==> src/rtl/cpu16_pkg.sv <==
// Shared types for the 16-bit compressed-instruction fetch path.
package cpu16_pkg;

  localparam int unsigned XLEN = 16;
  localparam int unsigned ILEN = 16;

  typedef logic [XLEN-1:0] pc_t;
  typedef logic [ILEN-1:0] instr_t;

  // One prefetched instruction together with the address it came from.
  typedef struct packed {
    instr_t instr;
    pc_t    pc;
  } fetch_entry_t;

  localparam pc_t RESET_PC_DEFAULT = 16'h0000;

endpackage

==> src/rtl/ifu_prefetch_fifo.sv <==
// Prefetch queue: DEPTH-entry synchronous FIFO of fetch_entry_t with
// circular read/write pointers. DEPTH must be a power of two, >= 2.
module ifu_prefetch_fifo
  import cpu16_pkg::*;
#(
  parameter int unsigned DEPTH = 2,
  localparam int unsigned AW = $clog2(DEPTH),
  localparam int unsigned CW = $clog2(DEPTH + 1)
) (
  input  logic         clk,
  input  logic         rst_n,
  input  logic         push,
  input  logic         pop,
  input  logic         flush,
  input  fetch_entry_t wdata,
  output logic [CW-1:0] count,
  output fetch_entry_t head
);

  fetch_entry_t    mem_q [DEPTH];
  logic [AW-1:0]   wptr_q;
  logic [AW-1:0]   rptr_q;
  logic [CW-1:0]   count_q;

  // Pointer, occupancy and storage update; flush empties without touching storage.
  always_ff @(posedge clk or negedge rst_n) begin
    if (!rst_n) begin
      wptr_q  <= '0;
      rptr_q  <= '0;
      count_q <= '0;
      for (int unsigned i = 0; i < DEPTH; i++) begin
        mem_q[i] <= '0;
      end
    end else if (flush) begin
      wptr_q  <= '0;
      rptr_q  <= '0;
      count_q <= '0;
    end else begin
      if (push) begin
        mem_q[wptr_q] <= wdata;
        wptr_q        <= wptr_q + 1'b1;
      end
      if (pop) begin
        rptr_q <= rptr_q + 1'b1;
      end
      case ({push, pop})
        2'b10:   count_q <= count_q + 1'b1;
        2'b01:   count_q <= count_q - 1'b1;
        default: count_q <= count_q;
      endcase
    end
  end

  assign count = count_q;
  assign head  = mem_q[rptr_q];

endmodule

==> src/rtl/instruction_fetch_unit.sv <==
// Fetch-side initiator: owns the fetch PC, drives the halfword address to
// instruction memory, queues returned instructions for decode and handles
// redirects from execute.
// Optional feature macro: IFU_MISALIGN_TRAP_EN (odd redirect target traps
// and halts fetch until the next even redirect).
module instruction_fetch_unit
  import cpu16_pkg::*;
#(
  parameter pc_t         RESET_PC   = RESET_PC_DEFAULT,
  parameter int unsigned FIFO_DEPTH = 2
) (
  input  logic        clk,
  input  logic        rst_n,
  output logic [15:0] imem_addr,
  input  logic [15:0] imem_rdata,
  output logic        if_valid,
  output logic [15:0] if_instr,
  output logic [15:0] if_pc,
  input  logic        id_ready,
  input  logic        redirect_valid,
  input  logic [15:0] redirect_pc,
  output logic        fetch_fault
);

  localparam int unsigned CW = $clog2(FIFO_DEPTH + 1);
  localparam logic [CW-1:0] FULL_COUNT = CW'(FIFO_DEPTH);

  pc_t          pc_q;
  pc_t          pc_d;
  logic [CW-1:0] count;
  fetch_entry_t head;
  fetch_entry_t wdata;
  logic         deq;
  logic         enq;
  logic         halted;

`ifdef IFU_MISALIGN_TRAP_EN
  logic halted_q;

  // Odd redirect target traps; any later redirect re-evaluates the trap.
  always_ff @(posedge clk or negedge rst_n) begin
    if (!rst_n) begin
      halted_q <= 1'b0;
    end else if (redirect_valid) begin
      halted_q <= redirect_pc[0];
    end
  end

  assign halted      = halted_q;
  assign fetch_fault = halted_q;
`else
  logic unused_redirect_lsb;

  assign unused_redirect_lsb = redirect_pc[0];
  assign halted              = 1'b0;
  assign fetch_fault         = 1'b0;
`endif

  assign deq = if_valid && id_ready;
  assign enq = !redirect_valid && !halted && ((count < FULL_COUNT) || deq);

  // Next fetch PC: redirect wins, otherwise advance only when an entry was queued.
  always_comb begin
    pc_d = pc_q;
    if (redirect_valid) begin
      pc_d = {redirect_pc[15:1], 1'b0};
    end else if (enq) begin
      pc_d = pc_q + 16'd2;
    end
  end

  // Fetch PC register; it alone drives imem_addr.
  always_ff @(posedge clk or negedge rst_n) begin
    if (!rst_n) begin
      pc_q <= RESET_PC;
    end else begin
      pc_q <= pc_d;
    end
  end

  assign wdata = '{instr: imem_rdata, pc: pc_q};

  ifu_prefetch_fifo #(
    .DEPTH (FIFO_DEPTH)
  ) u_fifo (
    .clk   (clk),
    .rst_n (rst_n),
    .push  (enq),
    .pop   (deq && !redirect_valid),
    .flush (redirect_valid),
    .wdata (wdata),
    .count (count),
    .head  (head)
  );

  assign imem_addr = pc_q;
  assign if_valid  = (count != '0);
  assign if_instr  = head.instr;
  assign if_pc     = head.pc;

endmodule

==> config.mk <==
export PLATFORM = sky130hd
export DESIGN_NAME = instruction_fetch_unit
export DESIGN_NICKNAME = d
export VERILOG_FILES = /design/src/rtl/cpu16_pkg.sv /design/src/rtl/ifu_prefetch_fifo.sv /design/src/rtl/instruction_fetch_unit.sv
export SDC_FILE = /design/constraint.sdc
export NUM_CORES = 1
export LEC_CHECK = 0
export BUFFER_PORTS_ARGS = -buffer_cell sky130_fd_sc_hd__buf_4
export CORE_MARGIN = 4
export CORE_UTILIZATION = 54
export DETAILED_ROUTE_END_ITERATION = 7
export MAX_ROUTING_LAYER = met4
export PLACE_DENSITY = 0.88
export SYNTH_ARGS = -nofsm -noshare
export SYNTH_HDL_FRONTEND = slang
export SYNTH_SLANG_ARGS = --single-unit
==> constraint.sdc <==
create_clock -name clk -period 1.85 [get_ports clk]
set_input_delay 0.37 -clock clk [delete_from_list [all_inputs] [get_ports clk]]
set_output_delay 0.37 -clock clk [all_outputs]
set_load 0.005 [all_outputs]
==> flow_metrics.tcl, run 1 <==
set metrics [dict create \
    status "completed" \
    num_antenna_cells 0 \
    insertion_delay_ns 0.34 \
    grt_pass1_vias 2817 \
    track_usage 0.216 \
    place_inst 439 \
    io_pins 86 \
    rsz0062_at_grt "true" \
    wirelength_um 8190 \
    synth_area_per_cell_um2 13.2 \
    yosysTopAreaCell "dfrtp_1" \
    yosysUniqueCellTypes 38 \
    ant_nets 0 \
    critical_path_class "reg2out" \
    cts_sinks 81 \
    setup_violations 0 \
    synth_area_um2 3710 \
    seq_area_frac_synth 0.547 \
    cts_tree "done" \
    final_cell_mix "96 x buf_4, 91 x mux2_2, 81 x dfrtp_1" \
    wl_per_cell_um 18.0 \
    ys_warn_count 0 \
    synth-async-reset-ratio 1.00 \
    grt-ovfl-total 0 \
    hp-class "in2reg" \
    finalSetupTns_ns 0 \
    place.detailed.hpwl_um 5960 \
    slew_violations 0 \
    vias 2547 \
    core.rowCount 29 \
    critPathLaunchType "flop" \
    synth_area_leaders "dfrtp_1 55%, mux2_2 28%, nand2_1 1.7%" \
    wl_met3_um 315 \
    cp_max_fo 11 \
    grt_max_degree 29 \
    wl_met2_um 4280 \
    p_leak_nw 2.13 \
    drv_cap 0 \
    avgViaCountPerCell 5.60 \
    dp_slack_ns 0.171 \
    powerDensity_nw_per_um2 1130 \
    clk_path_buf_depth 2 \
    fin_util 0.728 \
    place_area_um2 4480 \
    clkTransAtPathRegs_ns 0.08 \
    worstPathRequired_ns 1.48 \
    dieArea_um2 8250 \
    gp_congestion 0.816 \
    area_growth_pct 27.5 \
    postCtsSetupBuffers 0 \
    m1WireLength_um 3450 \
    antenna_found_initial 0 \
    period_share 0.982 \
    synth_edf_count 0 \
    ys.flop_type "dfrtp_1" \
    skew_ns 0.00967 \
    end_kind "primary output" \
    final_cells 455 \
    fmax_mhz 550 \
    drt_pass1_iterations 4 \
    hold_viol_final 0 \
    drive_above_1_share 0.556 \
    die_w_um 90.9 \
    crit_arrival_ns 1.45 \
    final_common_cell "buf_4" \
    synthCells 281 \
    grt_pass1_wl_um 13800 \
    hold_slack_ns 0.236 \
    irDropWorstVdd_uv 646 \
    stdcell_area_um2 4730 \
    fin_nets 411 \
    cts-root-buf "clkbuf_8" \
    core_area_um2 6490 \
    total_power_mw 5.32 \
    cts_made_buffers 9 \
    drtIter0Drc 81 \
    synth_top_cell_area_share 0.547 \
    port_buffers 81 \
    top_layer "met4" \
    start_util 0.571 \
    h-tree-depth 3 \
    num-fill-cells 467 \
    die_h_um 90.9 \
    ys_seq_elements 81 \
    drcViolationCount 0 \
    setup_slack_ns 0.0328 \
    min_period_ns 1.82 \
]
==> sequential cells by signal (all words and copies together), names as in the netlist <==
| signal | cells |
|---|---|
| u_fifo.mem_q | 62 |
| imem_addr | 15 |
| u_fifo.count | 2 |
| u_fifo.rptr_q | 1 |
| u_fifo.wptr_q | 1 |
==> power by group <==
group | internal [mW] | switching (mW)
clock network | 0.926 | 0.601
logic | 0.875 | 0.505
registers | 2.17 | 0.244
==> final timing paths <==
path                               endpoint  slack (ns)             from  cells past startpoint
setup / recovery                   if_pc[3]        0.03    u_fifo.rptr_q                      3
hold / removal                 imem_addr[3]        0.24   redirect_pc[3]                      3
setup reg to reg              imem_addr[14]        0.14     imem_addr[1]                      4
hold reg to reg             u_fifo.mem_q[1]        0.49  u_fifo.mem_q[1]                      1
max in group asynchronous  u_fifo.mem_q[47]        0.87            rst_n                      3
min in group asynchronous   u_fifo.mem_q[4]        0.44            rst_n                      2
==> kinds of logic (layout without fill, tap and decap cells) <==
kind of cell / count (synthesis) / count (layout) / synth area share
mux: 94 / 94 / 0.285
flops: 81 / 81 / 0.547
simple gates: 49 / 49 / 0.0712
compound gates: 22 / 22 / 0.0361
buf+inv: 22 / 117 / 0.0304
xor+xnor: 11 / 11 / 0.0260
fa+ha+maj: 1 / 1 / 0.00337
other cells: 1 / 3 / 0.00101
==> cell usage after synthesis (3+ instances only) <==
cell	number
nor2_1	5
buf_2	6
nand3_1	5
clkbuf_1	4
xor2_1	6
nand2_1	17
o21ai_0	12
buf_1	3
dfrtp_1	81
inv_1	3
mux2_2	91
nand4_1	5
buf_4	6
xnor2_1	5
==> critical path, stage by stage (launching register included) <==
cell,delay [ns]
dfrtp_1,0.37
buf_4,0.23
mux2_2,0.37
buf_4,0.14
==> routing by layer <==
metal	GRT usage	up-vias
met3	0.0367	13
met1	0.270	1282
li1	-	1183
met4	0.0729	0
met2	0.357	69
met5	-	-
==> final cells by class <==
| type | count | area [um^2] | area share |
|---|---|---|---|
| well taps | 77 | 96.3 | 0.0204 |
| inverters | 3 | 11.3 | 0.00238 |
| clock inverters | 5 | 104 | 0.0220 |
| flip-flops and latches | 81 | 2030 | 0.429 |
| multi-input cells | 180 | 1580 | 0.334 |
| clock buffers | 10 | 138 | 0.0291 |
| repair buffers | 99 | 771 | 0.163 |
==> what timing repair did <==
item                                   4_1_cts  5_1_grt
endpoints found under the hold margin       18        0
hold buffers                                 1        0
setup endpoints to repair                    0       13
gates resized for setup                      0        0
(Power assumes the default switching activity.)
==> run 2, diff against run 1 <==
CORE_MARGIN = 2   (was 4)
==> run 2 against run 1 <==
  * The run now ends with setup timing left
  * Clock skew fell by 0.0028 ns
  * Count of clock-buffer cells in the layout rose by 3
  * Global-route usage rose by 0.071 points
  * Die area fell by 8.6%
  * Wire length fell by 2.9%
  * Sequential power barely moved
  * Utilization fell by 1.3 points
  * Design area rose by 1.6%
  * Worst setup slack got worse by 0.051 ns
==> flow_metrics.tcl, run 2 (synthesis gave the netlist of run 1 again) <==
set metrics [dict create \
    core.rowCount 30 \
    final_cell_mix "85 x buf_4, 80 x dfrtp_1, 76 x mux2_2" \
    wl_met2_um 3910 \
    min_period_ns 1.87 \
    clockPowerShare 0.229 \
    drv_cap 0 \
    total_power_mw 5.10 \
    pwr-share-comb 0.296 \
    wl_per_cell_um 17.3 \
    critical-path-max-stage-delay_ns 0.44 \
    end_kind "primary output" \
    grt-ovfl-total 0 \
    num_antenna_cells 0 \
    period_share 1.01 \
    vias 2591 \
    place.detailed.hpwl_um 5190 \
    grt_pass1_vias 2515 \
    h-tree-depth 3 \
    rr_worst_depth 4 \
    irDropWorstVdd_uv 613 \
    area_growth_pct 29.6 \
    drcViolationCount 0 \
    grt_max_degree 36 \
    worstPathRequired_ns 1.48 \
    drive_above_1_share 0.555 \
    io_pins 86 \
    powerDensity_nw_per_um2 1060 \
    critical_path_class "reg2out" \
    timing.reg2reg.setup_slack_ns 0.13 \
    hp-class "in2reg" \
    drtIter0Drc 123 \
    whs_path_depth 3 \
    top_layer "met4" \
    internal-power_mw 3.71 \
    finalSetupTns_ns -0.0764 \
    place_inst 441 \
    cts_made_buffers 9 \
    cts_sinks 81 \
    dieArea_um2 7540 \
    grt_pass1_wl_um 12200 \
    setup_slack_ns -0.0182 \
    insertion_delay_ns 0.35 \
    final_cells 460 \
    r2r-end "imem_addr[14]" \
    die_h_um 86.9 \
    num-fill-cells 463 \
    port_buffers 81 \
    r2r_start "imem_addr[2]" \
    skew_ns 0.00692 \
    wl_met3_um 347 \
    cp_max_fo 16 \
    clkTransAtPathRegs_ns 0.08 \
    gp_congestion 0.836 \
    ant_nets 0 \
    track_usage 0.216 \
    slowest_stage "dfrtp_2" \
    cts-root-buf "clkbuf_8" \
    crit_arrival_ns 1.50 \
    power_switching_mw 1.39 \
    cpLargestDelayFamily "flip-flops" \
    fmax_mhz 535 \
    stdcell_area_um2 4800 \
    worst-path-buf-inv 2 \
    setup_violations 12 \
    cts_tree "done" \
    seqPwrFrac 0.475 \
    wirelength_um 7950 \
    die_w_um 86.9 \
    cp_cell_sequence "buf_12, mux2_2, buf_4" \
    critPathLaunchType "flop" \
    top_register "u_fifo.mem_q" \
    p_leak_nw 2.18 \
    fin_nets 412 \
    rsz0062_at_grt "true" \
    p_sw_frac 0.272 \
    status "finished with violations" \
    final_common_cell "buf_4" \
    violations "setup timing" \
    antenna_found_initial 0 \
    hold_viol_final 0 \
    whs_endpoint "imem_addr[1]" \
    m1WireLength_um 3570 \
    clk_path_buf_depth 2 \
    slew_violations 0 \
    start_util 0.552 \
    drt_pass1_iterations 4 \
    min_from "redirect_pc[1]" \
    core_area_um2 6720 \
    avgViaCountPerCell 5.63 \
    place_area_um2 4500 \
    largest_reg_flops 62 \
]
==> run 2: power by group through the flow <==
stage                     registers [mW]  clock network, mW  logic (mW)
after floorplan                     2.36                  0       0.772
after global placement              2.40                  0        1.35
after detailed placement            2.44                  0        1.38
after CTS                           2.40               1.18        1.39
after global routing                2.48               1.26        1.63
final                               2.42               1.17        1.51
==> run 2: what timing repair did <==
item,CTS,global route
endpoints found under the hold margin,21,0
setup buffers,0,1
pin swaps,0,0
endpoints found under the setup margin,3,31
resized for setup,1,24
cloned,0,1
hold buffers,1,0
==> run 2: worst max-delay path by stage <==
stage	startpoint	end	slack [ns]	depth (start not counted)
6_report	u_fifo.rptr_q	if_pc[2]	-0.02	3
5_1_grt	u_fifo.rptr_q	if_pc[2]	-0.07	3
4_1_cts	u_fifo.rptr_q	if_instr[5]	-0.005	3
3_5_place_dp	u_fifo.count[1]	imem_addr[14]	0.18	4
3_3_place_gp	u_fifo.count[1]	imem_addr[14]	0.21	4
2_1_floorplan	u_fifo.count[1]	u_fifo.mem_q[16]	0.26	6
==> run 2: metrics by stage <==
stage | hold slack, ns | setup slack [ns] | utilization
final | 0.228 | -0.0182 | 0.715
after global routing | 0.222 | -0.0666 | 0.715
after CTS | 0.216 | -0.00478 | 0.697
after detailed placement | 0.287 | 0.181 | 0.669
after global placement | 0.282 | 0.206 | 0.669
after floorplan | 0.0744 | 0.256 | -
==> run 2: area by class of cell <==
cell class                      count  area [um^2]  share of cell area
Sequential cell                    81         2030               0.422
Inverter                            3         11.3             0.00234
Tap cell                           80          100              0.0208
Multi-Input combinational cell    180         1640               0.341
Clock inverter                      3         15.0             0.00312
Clock buffer                       13          159              0.0331
Timing Repair Buffer              100          855               0.178
==> run 2: worst min-delay path, cell delays in order <==
cell and delay [ns]:
buf_4 0.07, nand2_1 0.04, o21ai_0 0.06
==> run 2: metal layers <==
| metal | global-route usage | vias to the layer above |
|---|---|---|
| met3 | 0.0483 | 10 |
| met1 | 0.290 | 1309 |
| met5 | - | - |
| met2 | 0.326 | 74 |
| li1 | - | 1198 |
| met4 | 0.0767 | 0 |
